==> src/rtl/uart_tx_shift_register.sv <==
// UART transmit shift register: captures a character and serialises start, data,
// optional parity and stop bits, each lasting OVERSAMPLE shift-enabled BCLK cycles.
module uart_tx_shift_register #(
  parameter int OVERSAMPLE = 16
) (
  input  logic       BCLK,
  input  logic       RST,
  input  logic       load_data,
  input  logic       shift_tsr,
  input  logic [7:0] thr_data,
  input  logic [4:0] lcr,
  output logic       tx,
  output logic       tsr_busy,
  output logic       tx_done
);
  // state  | meaning
  // IDLE   | no frame, tx high
  // LOADED | character latched, waiting for first shift enable
  // START  | start bit, tx low
  // DATA   | data bits, LSB first
  // PARITY | parity bit
  // STOP   | one or two stop bits, tx high

  localparam int TW = $clog2(OVERSAMPLE);
  localparam logic [TW-1:0] TICK_LAST = TW'(OVERSAMPLE - 1);

  typedef enum logic [2:0] {
    IDLE   = 3'd0,
    LOADED = 3'd1,
    START  = 3'd2,
    DATA   = 3'd3,
    PARITY = 3'd4,
    STOP   = 3'd5
  } state_t;

  state_t        state_q, state_d;
  logic [TW-1:0] tick_q, tick_d;
  logic [2:0]    bit_q, bit_d;
  logic          stop_q, stop_d;
  logic [7:0]    data_q, data_d;
  logic [1:0]    wl_q, wl_d;
  logic          stop2_q, stop2_d;
  logic          par_en_q, par_en_d;
  logic          par_q, par_d;
  logic          tx_q, tx_d;
  logic          busy_q, busy_d;
  logic          done_q, done_d;

  logic [7:0]    data_masked;
  logic [2:0]    last_bit;
  logic          bit_end;

  // Bits above the selected word length are dropped at capture time
  assign data_masked = thr_data & (8'hFF >> (2'd3 - lcr[1:0]));
  assign last_bit    = {1'b0, wl_q} + 3'd4;
  assign bit_end     = shift_tsr && (tick_q == TICK_LAST);

  always_comb begin
    state_d  = state_q;
    tick_d   = tick_q;
    bit_d    = bit_q;
    stop_d   = stop_q;
    data_d   = data_q;
    wl_d     = wl_q;
    stop2_d  = stop2_q;
    par_en_d = par_en_q;
    par_d    = par_q;
    done_d   = 1'b0;

    case (state_q)
      IDLE: begin
        if (load_data) begin
          state_d  = LOADED;
          data_d   = data_masked;
          wl_d     = lcr[1:0];
          stop2_d  = lcr[2];
          par_en_d = lcr[3];
          par_d    = (^data_masked) ^ ~lcr[4];
        end
      end
      LOADED: begin
        if (shift_tsr) begin
          state_d = START;
          tick_d  = '0;
        end
      end
      START, DATA, PARITY, STOP: begin
        if (shift_tsr) begin
          tick_d = bit_end ? '0 : tick_q + TW'(1);
        end
        if (bit_end) begin
          case (state_q)
            START: begin
              state_d = DATA;
              bit_d   = 3'd0;
            end
            DATA: begin
              if (bit_q == last_bit) begin
                state_d = par_en_q ? PARITY : STOP;
                stop_d  = 1'b0;
              end else begin
                bit_d = bit_q + 3'd1;
              end
            end
            PARITY: begin
              state_d = STOP;
              stop_d  = 1'b0;
            end
            default: begin
              if (stop_q == stop2_q) begin
                state_d = IDLE;
                done_d  = 1'b1;
              end else begin
                stop_d = 1'b1;
              end
            end
          endcase
        end
      end
      default: state_d = IDLE;
    endcase

    // Outputs are registered from the next state so they change on the same edge
    busy_d = (state_d != IDLE);
    case (state_d)
      START:   tx_d = 1'b0;
      DATA:    tx_d = data_q[bit_d];
      PARITY:  tx_d = par_q;
      default: tx_d = 1'b1;
    endcase
  end

  always_ff @(posedge BCLK) begin
    if (RST) begin
      state_q  <= IDLE;
      tick_q   <= '0;
      bit_q    <= '0;
      stop_q   <= 1'b0;
      data_q   <= '0;
      wl_q     <= '0;
      stop2_q  <= 1'b0;
      par_en_q <= 1'b0;
      par_q    <= 1'b0;
      tx_q     <= 1'b1;
      busy_q   <= 1'b0;
      done_q   <= 1'b0;
    end else begin
      state_q  <= state_d;
      tick_q   <= tick_d;
      bit_q    <= bit_d;
      stop_q   <= stop_d;
      data_q   <= data_d;
      wl_q     <= wl_d;
      stop2_q  <= stop2_d;
      par_en_q <= par_en_d;
      par_q    <= par_d;
      tx_q     <= tx_d;
      busy_q   <= busy_d;
      done_q   <= done_d;
    end
  end

  assign tx       = tx_q;
  assign tsr_busy = busy_q;
  assign tx_done  = done_q;

endmodule

==> config.mk <==
export PLATFORM = sky130hd
export DESIGN_NAME = uart_tx_shift_register
export DESIGN_NICKNAME = d
export VERILOG_FILES = /design/src/rtl/uart_tx_shift_register.sv
export SDC_FILE = /design/constraint.sdc
export NUM_CORES = 1
export LEC_CHECK = 0
export ABC_AREA = 1
export BUFFER_PORTS_ARGS = -buffer_cell sky130_fd_sc_hd__buf_2
export CAP_MARGIN = 20
export CORE_UTILIZATION = 55
export CTS_BUF_LIST = sky130_fd_sc_hd__clkbuf_8
export CTS_CLUSTER_SIZE = 24
export DETAILED_ROUTE_END_ITERATION = 8
export GPL_TIMING_DRIVEN = 0
export PLACE_DENSITY = 0.76
export SLEW_MARGIN = 10
export SYNTH_ARGS = -nofsm -noshare
export SYNTH_HDL_FRONTEND = slang
export SYNTH_SLANG_ARGS = --single-unit
==> constraint.sdc <==
create_clock -name BCLK -period 3.7 [get_ports BCLK]
set_input_delay 0.37 -clock BCLK [delete_from_list [all_inputs] [get_ports BCLK]]
set_output_delay 0.37 -clock BCLK [all_outputs]
set_load 0.01 [all_outputs]
# Yosys cells after proc, flatten, opt, wreduce, memory -nomap -nowiden
# Cells that the tools add are included.
totals:
  latch_bits: 0
  mem_count: 0
  regBits: 27
  mem_bits_ro: 0
  inputBits: 17
  elab_cells: 72
  out_inout_bits: 3
  mem_bits_rw: 0
classes:
  shifts: 1
  reduce_logical: 10
  multipliers: 0
  n_eq_ne: 15
  mux: 23
  addsub: 4
  n_lt_le_gt_ge: 1
  n_bitwise: 6
  div: 0
ops:
  columns: ["op", "count"]
  rows:
  - ["two-way mux 3 bit", 8]
  - ["one-hot mux 3 bit (3 select lines)", 2]
  - ["equality test 3 x 2 -> 1 bit, second input constant", 4]
  - ["two-way mux 4 bit", 3]
  - ["equality test 3 bit, second input constant", 3]
  - ["bitwise AND 8 bit", 1]
  - ["one-hot mux 4 bit (2 select lines)", 1]
  - ["XOR reduction 8 bit", 1]
  - [">> shifter 8 x 2 -> 8 bit, first input constant", 1]
  - ["inequality test 2 bit, second input constant", 3]
  - ["one-hot mux 1 bit (3 select lines)", 2]
  - ["one-hot mux 3 bit (2 select lines)", 1]
  - ["OR reduction 6 bit", 1]
  - ["two-way mux 1 bit", 5]
  - ["AND reduction 5 bit", 1]
  - ["adder 4 x 1 -> 4 bit, second input constant", 1]
  - ["equality test 4 bit, second input constant", 1]
  - ["less-than comparator 3 x 4 -> 1 bit, second input constant", 1]
  - ["NOT 1 bit", 4]
  - ["OR reduction 4 bit", 1]
  - ["adder 2 x 3 -> 3 bit, second input constant", 1]
  - ["adder 3 x 1 -> 3 bit, second input constant", 1]
  - ["binary-select mux 1 bit (select 3 bit)", 1]
  - ["equality test 3 x 1 -> 1 bit, second input constant", 1]
  - ["11 further kinds", 11]

# Depth between registers and ports, before layout
logic_depth:
  word_depth: 9
  depth_mapped: 14
  ltp_nobuf: 14

# Worst setup path before layout
# No wires, ideal clock.
synth_path:
  path_type: "register to register"
  startpoint: "register tick_q[0]"
  endpoint: "register tx_q, in the netlist tx"
  setup_ns: 0.112
  synth_period_minus_slack_ns: 1.615
  n_path_buf: 0
  setup_slack_ns: 2.085
  path_stages_with_launch: 13
  required_ns: 3.588
  arrival_time_ns: 1.502
  path_cell_list: "dfxtp_1 -> ha_1 -> nand2_1 -> nor3_4 -> inv_2 -> nor2_1 -> nor2_1 -> a21oi_2 -> nand3_1 -> nand3_1 -> nand3_1 -> nand2_1 -> nand2_1"
synth_between:
  elab_chain_len: 7
  word_cells_on_any_way: 12
  cone_classes: "4 x eq/ne; 7 x mux; 1 x reduce/logical"
synth_rtl:
  columns: ["item", "line_no", "rtl"]
  rows:
  - ["start: declaration", "37", "logic [TW-1:0] tick_q, tick_d;"]
  - ["start signal: assignment", "149", "tick_q <= tick_d;"]
  - ["equality test 4 bit (*)", "56", "assign bit_end = shift_tsr && (tick_q == TICK_LAST);"]
  - ["logical AND 1 bit (*)", "56", null]
  - ["two-way mux 3 bit", "91", "if (bit_end) begin"]
  - ["two-way mux 3 bit", "70", "case (state_q)"]
  - ["binary-select mux 1 bit (select 3 bit)", "127", "DATA: tx_d = data_q[bit_d];"]
  - ["two-way mux 1 bit (not written as such)", "127", null]
  - ["one-hot mux 1 bit (3 select lines) (*)", "125", "case (state_d)"]
  - ["end signal: assignment", "157", "tx_q <= tx_d;"]
  - ["end: declaration", "45", "logic tx_q, tx_d;"]
# Every way passes the cells marked *; elsewhere a longest branch is shown, timed or not. The select of a mux whose other input is x is not followed.
# A chain may end at the register's enable or synchronous reset.

# Final worst setup path
# Same ends and word-level chain as after synthesis.

==> run_results.csv <==
group,metric,value,unit
status,run_status,"completed",
critical_path,cp-end-kind,"register",
critical_path,crit_slowest_cell,"dfxtp_1",
timing,tns,0,ns
critical_path,r2r-start,"tick_q[0]$_SDFFE_PP0P_",
yosys,synth_xor_area_frac,0.0534,
global_route,grt_pass1_wl,5.40,mm
floorplanning,io_pins,20,
critical_path,path_class,"register to register",
timing,fin_skew,0.00284,ns
final_layout,fillers,230,
yosys,yosys-top-cells-area,"dfxtp_1 (37%), nand2_1 (9.9%), o21ai_0 (7.5%), nand3_1 (6.8%), nor2_1 (6.6%)",
yosys,synth_seq_cells,27,
yosys,synth_fa_ha_area_frac,0.0169,
cts,cts_buffer_depth,2,
yosys,synth-compound-area-share,0.174,
yosys,synth_top_area_share,0.366,
yosys,yosys.area.top_type,"dfxtp_1",
power,power_per_cell_area,361,mW/mm^2
timing,hold_slack,0.326,ns
global_route,grt_antenna_before_repair,0,
cts,cts.hold.buffers_added,0,
final_layout,post_layout_nonfiller_instances,267,
critical_path,cp.required,3.88,ns
cts,clock_latency,0.27,ns
drt,via_per_inst,5.49,
yosys,syn_area,0.00148,mm^2
critical_path,rr_worst_depth,12,
place,placed_cells,263,
place,gp_congestion,0.855,
global_route,overflow,0,
run,maxCapViolCount,0,
critical_path,arrival,2.17,ns
timing,setup_viol,0,
final_layout,area_growth,12.0,%
drt,wl,3.39,mm
final_layout,seq_area,541,um^2
timing,slew_viol_final,0,
floorplanning,die_w,53.8,um
cts,cts_buffers,3,
worst_hold_path,hp-start,"RST",
yosys,synthSimpleGateAreaFrac,0.306,
yosys,syn-num-nets,233,
global_route,grt_pass1_vias,1282,
critical_path,r2r_end,"tx$_SDFF_PP1_",
cts,ctsRootBufferMaster,"clkbuf_8",
yosys,synth_mux_area_frac,0,
cts,ctsResizeCount,0,
cts,h-tree-depth,1,
drt,ant_nets,0,
critical_path,cpPeakStageDelay,0.37,ns
floorplanning,die_h,53.8,um
cts,clkSlewWorstSetupHoldPaths,0.09,ns
final_layout,fin_nets,257,
place,numPortBuffers,19,
power,ir_drop,0.000284,V
drt,wl_per_cell,12.7,um
drt,route.detailed.drc,0,
yosys,synth_top_family_by_area,"simple AND/OR/NAND/NOR gates",
yosys,synth_area_per_cell,6.90,um^2
critical_path,critPathLaunchType,"register",
place,dp_hpwl,2.67,mm
timing,fmax,502,MHz
critical_path,worstPathMaxFanout,7,
floorplanning,initial_utilization,0.591,
final_layout,drive_above_1_share,0.156,
global_route,grt_max_degree,15,
yosys,yosysWarningCount,0,
final_layout,multiInputGateArea,812,um^2
worst_hold_path,hold_depth,2,
timing,period_minus_slack,1.99,ns
final_layout,n_antenna_cell,0,
drt,dr.first_iter.drc_count,47,
final_layout,final_util,0.662,
timing,rsz0062_at_grt,"false",
timing,min_period_over_period,0.539,
critical_path,ff2ff_setup_slack,1.71,ns
floorplanning,core.rowCount,18,
drt,num_vias,1465,
cts,cts_sinks,27,
cts,cts_tree,"done",
yosys,synth_cell_types,26,
yosys,synth-seq-area-share,0.366,
global_route,track_usage,0.260,
yosys,netlist_instances,214,
drt,dr.pass1.iters,4,
cts,post_cts_buffers,0,
timing,maxSlewHeadroom,0.658,
worst_hold_path,hold_path_class,"input pin to register",
floorplanning,dieArea,0.00290,mm^2
timing,hold_viol_final,0,
worst_hold_path,hold_end,"tick_q[2]$_SDFFE_PP0P_",
floorplanning,coreArea,0.00250,mm^2
critical_path,crit_chain,"ha_1 -> nand2_1 -> nor3_4 -> inv_2 -> nor2_1 -> nor2_1 -> a21oi_2 -> nand3_1 -> nand3_1 -> nand3_1 -> nand2_1 -> nand2_1",
power,p_leak,0.746,nW
timing,worstMarginPinSlew,0.513,ns
power,total_power,0.598,mW
-- cells in the final DEF, fill, tap and decap left out --
master	count
a21oi_1	17
a21oi_2	1
dfxtp_1	27
xnor2_1	4
nand2_1	39
nand3_1	20
o211ai_1	2
o21ai_0	22
buf_2	19
ha_1	2
nor2_2	1
o21ai_2	1
clkbuf_1	4
a211oi_1	2
a21boi_1	1
nand2_4	1
nand2_2	3
nand4_1	3
buf_6	1
nor2_1	26
nor3_4	2
a31oi_1	1
xor2_1	5
inv_2	4
nor3_1	2
clkbuf_8	3
inv_1	23
nand3_2	1
-- metal layers --
metal / part of all wire / track usage / vias up
li1: - / - / 750
met1: 0.45 / 0.301 / 673
met2: 0.51 / 0.498 / 40
met3: 0.041 / 0.0339 / 2
met4: 0.0062 / 0.0526 / 0
met5: 0 / 0 / -
-- state kept, by name, summed over array words and instances (netlist names), 2 cells and up --
register  cells
state_q       3
bit_q         3
tick_q        4
data_q        8
wl_q          2
-- final cells by class --
type                    instances  area share
clock buffers                   3      0.0250
plain buffers                   5      0.0159
inverters                      26      0.0590
well taps                      30      0.0227
flip-flops and latches         27       0.327
multi-input cells             156       0.491
repair buffers                 19      0.0575
clock inverters                 1     0.00227
-- synth_stat cells --
| cell | count |
|---|---|
| clkbuf_1 | 4 |
| nand4_1 | 3 |
| nand2_2 | 3 |
| a211oi_1 | 2 |
| a21oi_2 | 1 |
| xor2_1 | 5 |
| inv_1 | 22 |
| dfxtp_1 | 27 |
| ha_1 | 2 |
| inv_2 | 4 |
| a31oi_1 | 1 |
| o21ai_2 | 1 |
| nand3_1 | 20 |
| nor3_1 | 2 |
| buf_6 | 1 |
| nand2_4 | 1 |
| nand2_1 | 39 |
| nand3_2 | 1 |
| nor2_1 | 26 |
| o21ai_0 | 22 |
| nor3_4 | 2 |
| a21oi_1 | 17 |
| nor2_2 | 1 |
| xnor2_1 | 4 |
| o211ai_1 | 2 |
| a21boi_1 | 1 |
-- kinds of logic (layout without fill, tap and decap cells) --
kind of cell | Yosys count | after routing
buffers and inverters | 31 | 54
XOR/XNOR | 9 | 9
AND/OR/NAND/NOR | 98 | 98
adder cells (fa/ha/maj) | 2 | 2
flip-flops | 27 | 27
AO/OA/AOI/OAI | 47 | 47
-- per-stage QoR --
step           cell area [um^2]  worst slack [ns]
2_1_floorplan              1480              2.09
3_3_place_gp               1610              1.79
3_5_place_dp               1610              1.76
4_1_cts                    1650              1.73
5_1_grt                    1650              1.56
6_report                   1650              1.71
-- worst max-delay path, delay by kind of cell, from the launching register on --
kind / cells / cell delay, ns
compound gates: 1 / 0.17
fa+ha+maj: 1 / 0.18
buf+inv: 1 / 0.12
flops: 1 / 0.37
simple gates: 9 / 1.07
-- worst max path at each step --
stage / start / endpoint / slack [ns] / cells past startpoint
after global routing: tick_q[1]$_SDFFE_PP0P_ / tx$_SDFF_PP1_ / 1.56 / 12
after CTS: tick_q[0]$_SDFFE_PP0P_ / tx$_SDFF_PP1_ / 1.73 / 12
after global placement: tick_q[0]$_SDFFE_PP0P_ / tx$_SDFF_PP1_ / 1.79 / 12
final: tick_q[0]$_SDFFE_PP0P_ / tx$_SDFF_PP1_ / 1.71 / 12
after floorplan: tick_q[0]$_SDFFE_PP0P_ / tx$_SDFF_PP1_ / 2.09 / 12
after detailed placement: tick_q[0]$_SDFFE_PP0P_ / tx$_SDFF_PP1_ / 1.76 / 12
-- power by group --
group          leakage (nW)  internal [mW]  switching, mW
logic                 0.498         0.0404         0.0690
clock network        0.0269         0.0745         0.0923
registers             0.221          0.310         0.0113
total                 0.746          0.425          0.173
No activity file was read; power rests on OpenSTA's default activity.
